## src/rtl/multicycle_control.sv

```systemverilog
// Multi-cycle control FSM: steps one instruction at a time through
// IFETCH/DECODE/EXEC/MEM/WB and drives the ALU stage, RF, PC and data-memory controls.
module multicycle_control (
  input  logic        Clk,
  input  logic        Reset,
  input  logic [31:0] Instr,
  input  logic        Zero,
  input  logic        MEM_Ack,
  output logic        IR_LdEn,
  output logic        PC_LdEn,
  output logic        PC_sel,
  output logic [3:0]  ALU_func,
  output logic        ALU_Bin_sel,
  output logic        lui,
  output logic [1:0]  ImmExt,
  output logic        ALUout_LdEn,
  output logic        MEM_Req,
  output logic        MEM_WrEn,
  output logic        RF_WrEn,
  output logic        RF_WrData_sel,
  output logic        Illegal
);

  localparam logic [2:0] S_IFETCH = 3'd0;
  localparam logic [2:0] S_DECODE = 3'd1;
  localparam logic [2:0] S_EXEC   = 3'd2;
  localparam logic [2:0] S_MEM    = 3'd3;
  localparam logic [2:0] S_WB     = 3'd4;

  localparam logic [5:0] OP_RTYPE = 6'b100000;
  localparam logic [5:0] OP_ADDI  = 6'b110000;
  localparam logic [5:0] OP_ANDI  = 6'b110010;
  localparam logic [5:0] OP_ORI   = 6'b110011;
  localparam logic [5:0] OP_LUI   = 6'b111001;
  localparam logic [5:0] OP_LW    = 6'b001111;
  localparam logic [5:0] OP_SW    = 6'b011111;
  localparam logic [5:0] OP_BEQ   = 6'b000000;
  localparam logic [5:0] OP_BNE   = 6'b000001;

  logic [2:0] state_d;
  logic [2:0] state_q;
  logic [5:0] opcode_s;
  logic [5:0] func_s;
  logic       legal_s;
  logic       unused_instr_s;

  assign opcode_s       = Instr[31:26];
  assign func_s         = Instr[5:0];
  assign unused_instr_s = ^Instr[25:6];

  // Opcode/func legality check used in DECODE
  always_comb begin
    legal_s = 1'b0;
    case (opcode_s)
      OP_RTYPE: begin
        if (func_s[5:2] == 4'b1100) begin
          legal_s = 1'b1;
        end else begin
          legal_s = 1'b0;
        end
      end
      OP_ADDI, OP_ANDI, OP_ORI, OP_LUI,
      OP_LW, OP_SW, OP_BEQ, OP_BNE: legal_s = 1'b1;
      default: legal_s = 1'b0;
    endcase
  end

  // Next-state and per-state output decode; everything is forced low while in reset
  always_comb begin
    state_d       = state_q;
    IR_LdEn       = 1'b0;
    PC_LdEn       = 1'b0;
    PC_sel        = 1'b0;
    ALU_func      = 4'b0000;
    ALU_Bin_sel   = 1'b0;
    lui           = 1'b0;
    ImmExt        = 2'b00;
    ALUout_LdEn   = 1'b0;
    MEM_Req       = 1'b0;
    MEM_WrEn      = 1'b0;
    RF_WrEn       = 1'b0;
    RF_WrData_sel = 1'b0;
    Illegal       = 1'b0;
    if (Reset) begin
      case (state_q)
        S_IFETCH: begin
          IR_LdEn = 1'b1;
          state_d = S_DECODE;
        end
        S_DECODE: begin
          if (legal_s) begin
            state_d = S_EXEC;
          end else begin
            // undefined encodings retire as a nop so the PC still advances
            Illegal = 1'b1;
            PC_LdEn = 1'b1;
            state_d = S_IFETCH;
          end
        end
        S_EXEC: begin
          ALUout_LdEn = 1'b1;
          state_d     = S_WB;
          case (opcode_s)
            OP_RTYPE: ALU_func = func_s[3:0];
            OP_ADDI:  ALU_Bin_sel = 1'b1;
            OP_ANDI, OP_ORI: begin
              ALU_Bin_sel = 1'b1;
              ImmExt      = 2'b01;
              ALU_func    = opcode_s[3:0];
            end
            OP_LUI: begin
              lui    = 1'b1;
              ImmExt = 2'b10;
            end
            OP_LW, OP_SW: begin
              ALU_Bin_sel = 1'b1;
              state_d     = S_MEM;
            end
            OP_BEQ, OP_BNE: begin
              ALUout_LdEn = 1'b0;
              ALU_func    = 4'b0001;
              PC_LdEn     = 1'b1;
              PC_sel      = (opcode_s == OP_BEQ) ? Zero : ~Zero;
              state_d     = S_IFETCH;
            end
            default: state_d = S_IFETCH;
          endcase
        end
        S_MEM: begin
          MEM_Req  = 1'b1;
          MEM_WrEn = (opcode_s == OP_SW);
          if (MEM_Ack) begin
            if (opcode_s == OP_SW) begin
              PC_LdEn = 1'b1;
              state_d = S_IFETCH;
            end else begin
              state_d = S_WB;
            end
          end else begin
            state_d = S_MEM;
          end
        end
        S_WB: begin
          RF_WrEn       = 1'b1;
          RF_WrData_sel = (opcode_s == OP_LW);
          PC_LdEn       = 1'b1;
          state_d       = S_IFETCH;
        end
        default: state_d = S_IFETCH;
      endcase
    end else begin
      state_d = S_IFETCH;
    end
  end

  // State register with synchronous active-low reset
  always_ff @(posedge Clk) begin
    if (!Reset) begin
      state_q <= S_IFETCH;
    end else begin
      state_q <= state_d;
    end
  end

endmodule
```

## config.mk

```make
export PLATFORM = sky130hd
export DESIGN_NAME = multicycle_control
export DESIGN_NICKNAME = d
export VERILOG_FILES = /design/src/rtl/multicycle_control.sv
export SDC_FILE = /design/constraint.sdc
export NUM_CORES = 1
export LEC_CHECK = 0
export BUFFER_PORTS_ARGS = -buffer_cell sky130_fd_sc_hd__buf_4
export CAP_MARGIN = 10
export CORE_AREA = 2 2 42 44
export DETAILED_ROUTE_END_ITERATION = 16
export DIE_AREA = 0 0 44 46
export PLACE_DENSITY_LB_ADDON = 0.25
export RECOVER_POWER = 25
export SLEW_MARGIN = 40
export SYNTH_ARGS = -nofsm -noshare
export SYNTH_HDL_FRONTEND = slang
export SYNTH_SLANG_ARGS = --single-unit
```

## constraint.sdc

```tcl
create_clock -name Clk -period 2.2 [get_ports Clk]
set_input_delay 0.44 -clock Clk [delete_from_list [all_inputs] [get_ports Clk]]
set_output_delay 0.44 -clock Clk [all_outputs]
set_load 0.01 [all_outputs]
```

==> results of run 1 <==
power groups by stage:
| stage | Combinational, uW | Sequential (uW) | Clock (uW) |
|---|---|---|---|
| 6_report | 83.0 | 61.9 | 98.5 |
| 5_1_grt | 91.5 | 62.9 | 108 |
| 4_1_cts | 84.4 | 61.7 | 104 |
| 3_5_place_dp | 81.7 | 62.6 | 0 |
| 3_3_place_gp | 81.1 | 62.5 | 0 |
| 2_1_floorplan | 44.3 | 58.4 | 0 |
cell type report:
type | count | area, um2 | share of cell area (%)
Sequential cell | 3 | 60.1 | 7.33
Clock buffer | 4 | 26.3 | 3.21
Multi-Input combinational cell | 65 | 385 | 47.0
Tap cell | 17 | 21.3 | 2.60
Timing Repair Buffer | 41 | 319 | 38.9
Inverter | 2 | 7.51 | 0.916
cell families after synthesis:
family / share of synthesized area, %
compound gates: 21.6
xor+xnor: 1.78
buf+inv: 9.65
flops: 12.2
simple gates: 54.8
layer usage:
layer | wire length, um | track usage, %
met1 | 622 | 18.0
met2 | 751 | 25.0
met3 | 81 | 2.78
met4 | 0 | 10.9
met5 | 0 | 0
through the flow:
| stage | cells | setup WS [ns] |
|---|---|---|
| after floorplan | 76 | 0.0419 |
| after global placement | 128 | -0.0656 |
| after detailed placement | 128 | -0.0747 |
| after CTS | 132 | -0.0369 |
| after global routing | 132 | -0.0853 |
| final | 132 | -0.0485 |
worst paths after layout:
check,slack [ns],from,cells after the start,endpoint
setup / recovery,-0.05,Instr[26],7,PC_LdEn
hold / removal,0.52,Reset,3,state_q[0]
hold reg to reg,0.61,state_q[1],2,state_q[2]
setup reg to reg,0.96,state_q[2],5,state_q[1]
critical path: stages:
cell,delay [ns]
buf_6,0.09
and4b_4,0.20
a31o_1,0.18
a32o_2,0.22
a2111o_1,0.33
o211ai_1,0.20
buf_4,0.15
layout by cell type (no fill, tap or decap), drive strengths merged, types with 2 or more instances in the layout:
cell type  count
and3b          2
nand3          3
nor3b          2
inv            2
and3           5
clkbuf         5
buf           40
and2           4
dfxtp          3
nor2b          4
nor3           4
o21ai          3
nor2           9
nand4          3
nand2          9
a21oi          3
a31o           2
repair_timing:
action,CTS,global route
gates resized for setup,4,0
endpoints found under the setup margin,1,1
pin swaps,1,0
gates cloned,0,0
==> flow_summary.toml, run 1 <==
[synthesis]
avgSynthCellArea_um2 = 6.49
synth.largest_area_cell = "dfxtp_1"
synth_edf_count = 0
synth_nets = 112
ys_warn_count = 0
syn_area_um2 = 493
ys_top_cells_by_count = "9 x nand2_1, 9 x nor2_1"
ys.flop_type = "dfxtp_1"
ys_top_cells_by_area = "dfxtp_1 12%, nand2_1 6.9%, nor2_1 6.9%, and2_1 5.1%, and3_1 5.1%"
ys_seq_area_share_pct = 12.2
syn_inst = 76
ys_seq_elements = 3
async_flop_share_pct = 0
synth_top_area_share_pct = 12.2
synth.distinct_cells = 32

[die]
fp.dieW_um = 44
ioPinCount = 53
die_area_um2 = 2020
coreArea_um2 = 1610
die_h_um = 46
start_util_pct = 30.5
fp-row-count = 15

[worst_setup_path]
worstPathArrival_ns = 1.81
startpoint_type = "input port"
crit_type = "in -> out"
cp_data_required_time_ns = 1.76
critPathCaptureType = "primary output"
cp_max_fo = 3

[grt]
grt_antenna_before_repair = 0
grt_pass1_wl_um = 2280
grt_pass1_vias = 581
grt_overflow = 0
grt.total_usage_pct = 15.3
grt_max_degree = 13

[finish]
area_growth_pct = 66.2
antenna_cells = 0
nets = 152
fin_util_pct = 50.8
fin_area_um2 = 820
regMostFlops = "state_q"
largest_reg_flops = 3
drive_gt1_share_pct = 40.9
n_fill_cell = 181
reg_top3 = "state_q x3"

[place]
postPlaceCellArea_um2 = 782
port_buffers = 32
place_congestion = 0.830
dp_hpwl_um = 1180

[power_and_ir_drop]
finalPower_uw = 243
power_density_nw_per_um2 = 297
power_switching_uw = 71.1
pwr-share-comb_pct = 34.1
seq_power_share_pct = 25.4
clkPwrFrac_pct = 40.5
power.leakage_uw = 0.000410
ir_drop_v = 0.000236
p_int_uw = 172
switching_share_pct = 29.2

[route]
wire_per_inst_um = 11.0
dr.pass1.iters = 4
wl_um = 1460
drcViolationCount = 0
drtIter0Drc = 11
route.vias.total = 663
ant_nets = 0
via_per_inst = 5.02

[timing]
final_max_slew_viol_count = 0
slew_headroom_pct = 76.7
finClkSkew_ns = 0.00449
setup_viol = 1
rsz0062_at_grt = "true"
max_freq_mhz = 445
hold_ws_ns = 0.515
fin_ws_ns = -0.0485
max_slew.worst_pin.slew_ns = 0.348
fin_setup_tns_ns = -0.0485
finalCritPeriodShare_pct = 102
hold_viol = 0
period_needed_ns = 2.25

[clock_tree]
path_clk_slew_ns = 0.04
clockBufferDepth = 2
clk_root_buffer_cell = "clkbuf_4"
post_cts_buffers = 0
cts_tree = "yes"
clk_latency_ns = 0.24
cts_num_sinks = 3
h-tree-depth = 1
cts_buffers = 3
cts_hold_buf = 0

[run]
maxCapViolations = 0

[outcome]
status = "finished with violations"
violations = "setup timing"

[worst_hold_path]
worstHoldPathType = "in -> reg"
(Power assumes the default switching activity.)
==> inputs of run 2 (changes only) <==
--- a/config.mk
+++ b/config.mk
@@ -7,9 +7,10 @@
 export LEC_CHECK = 0
 export BUFFER_PORTS_ARGS = -buffer_cell sky130_fd_sc_hd__buf_4
 export CAP_MARGIN = 10
-export CORE_AREA = 2 2 42 44
+export CORE_AREA = 2 2 44 46
 export DETAILED_ROUTE_END_ITERATION = 16
-export DIE_AREA = 0 0 44 46
+export DIE_AREA = 0 0 46 48
+export GPL_TIMING_DRIVEN = 0
 export PLACE_DENSITY_LB_ADDON = 0.25
 export RECOVER_POWER = 25
 export SLEW_MARGIN = 40
==> constraint.sdc (replaced) <==
create_clock -name Clk -period 2 [get_ports Clk]
set_input_delay 0.4 -clock Clk [delete_from_list [all_inputs] [get_ports Clk]]
set_output_delay 0.4 -clock Clk [all_outputs]
set_load 0.01 [all_outputs]
==> flow_summary.toml, run 2 (same netlist as run 1, synthesis figures left out) <==
[worst_setup_path]
critPathSlowestCell = "a2111o_1"
slowest_delay_ns = 0.33
cp_data_required_time_ns = 1.60
r2r_slack_ns = 0.71
worstPathCellList = "buf_8 > and4b_4 > a31o_1 > a32o_2 > a2111o_1 > o211ai_1 > buf_4"
worstPathArrival_ns = 1.74
crit_type = "in -> out"
startpoint_type = "input port"
cp_max_fo = 3
critPathCaptureType = "primary output"

[timing]
period_needed_ns = 2.14
fin_ws_ns = -0.137
max_freq_mhz = 468
slew_headroom_pct = 74.3
setup_viol = 2
finClkSkew_ns = 0.000417
hold_viol = 0
max_slew.worst_pin.slew_ns = 0.386
finalCritPeriodShare_pct = 107
fin_setup_tns_ns = -0.205
rsz0062_at_grt = "true"
final_max_slew_viol_count = 0

[finish]
n_fill_cell = 194
multiInputGateArea_um2 = 388
area_growth_pct = 68.0
register_area_um2 = 60.1
reg_top3 = "state_q x3"
layout_commonest_cell = "buf_4"
drive_gt1_share_pct = 41.7
nets = 152
regMostFlops = "state_q"
largest_reg_flops = 3
layout.cells.non_filler = 132
most-common-layout-cells = "34 x buf_4, 9 x nand2_1, 8 x nor2_1"
antenna_cells = 0

[route]
dr.pass1.iters = 4
ant_nets = 0
route.vias.total = 661
wl_um = 1540
wire_per_inst_um = 11.7
drtIter0Drc = 4
via_per_inst = 5.01
drcViolationCount = 0

[power_and_ir_drop]
pwr-share-comb_pct = 37.1
seq_power_share_pct = 23.7
power_switching_uw = 78.3
p_int_uw = 193
switching_share_pct = 28.9
ir_drop_v = 0.000212
power_density_nw_per_um2 = 327
clkPwrFrac_pct = 39.2
power.leakage_uw = 0.000413

[die]
ioPinCount = 53
fp-row-count = 15
coreArea_um2 = 1690
die_area_um2 = 2210
start_util_pct = 29.2
fp.dieW_um = 46
die_h_um = 48

[place]
port_buffers = 28
pre_cts_ws_ns = -0.191
dp_hpwl_um = 1130
place_congestion = 0.810
place_inst = 121

[outcome]
status = "finished with violations"
violations = "setup timing"

[grt]
grt_antenna_before_repair = 0
grt_overflow = 0
grt_max_degree = 11
grt_pass1_vias = 576
grt_pass1_wl_um = 2430
grt.total_usage_pct = 15.5

[clock_tree]
cts_num_sinks = 3
clockBufferDepth = 2
cts_hold_buf = 0
clk_root_buffer_cell = "clkbuf_4"
h-tree-depth = 1
path_clk_slew_ns = 0.04
cts_tree = "yes"
cts_buffers = 3
clk_latency_ns = 0.23

[worst_hold_path]
worstHoldPathType = "in -> reg"

[run]
maxCapViolations = 0
==> run 2: cell counts in the layout (fill, tap and decap cells not counted) <==
Identical to the previous run, type by type.
==> run 2: timing repair <==
item	4_1_cts	5_1_grt
buffers inserted	6	2
pin swaps	1	1
hold endpoints to repair	0	0
resized for setup	6	0
endpoints found under the setup margin	3	7
==> run 2: layer usage <==
metal	vias to the layer above	wire length (um)	global-route usage, %
met5	-	0	0
met4	0	0	8.57
met3	0	62	3.40
met2	14	809	26.9
met1	291	667	17.6
li1	356	-	-
==> run 2: critical path, delay by kind of cell <==
family,cells,cell delay [ns]
compound gates,4,0.90
simple gates,1,0.20
buf+inv,2,0.23
==> run 2: power by group through the flow <==
stage	clock, uW	sequential [uW]	combinational, uW
2_1_floorplan	0	64.2	48.8
3_3_place_gp	0	64.4	83.7
3_5_place_dp	0	64.5	84.6
4_1_cts	112	63.5	98.6
5_1_grt	122	64.6	110
6_report	106	64.4	101
==> run 2: area by class of cell <==
type,count,share of cell area [%]
sequential,3,7.25
inverter,2,0.906
multi-input combinational,65,46.8
clock buffer,4,3.17
timing repair buffer,36,34.0
buffer,5,5.29
tap,17,2.57
==> run 2: worst paths after layout <==
path                end       start  cells after the start
max             PC_LdEn   Instr[26]                      7
min          state_q[0]       Reset                      3
max reg2reg  state_q[1]  state_q[0]                      4
min reg2reg  state_q[0]  state_q[2]                      2
==> run 2: per-stage QoR <==
step / cell area, um2 / util, % / total power (uW) / hold WS (ns)
6_report: 828 / 49.0 / 271 / 0.478
4_1_cts: 817 / 48.4 / 274 / 0.476
3_3_place_gp: 724 / 42.9 / 148 / 0.608
5_1_grt: 828 / 49.0 / 297 / 0.486
2_1_floorplan: 493 / - / 113 / 0.552
3_5_place_dp: 724 / 42.9 / 149 / 0.614
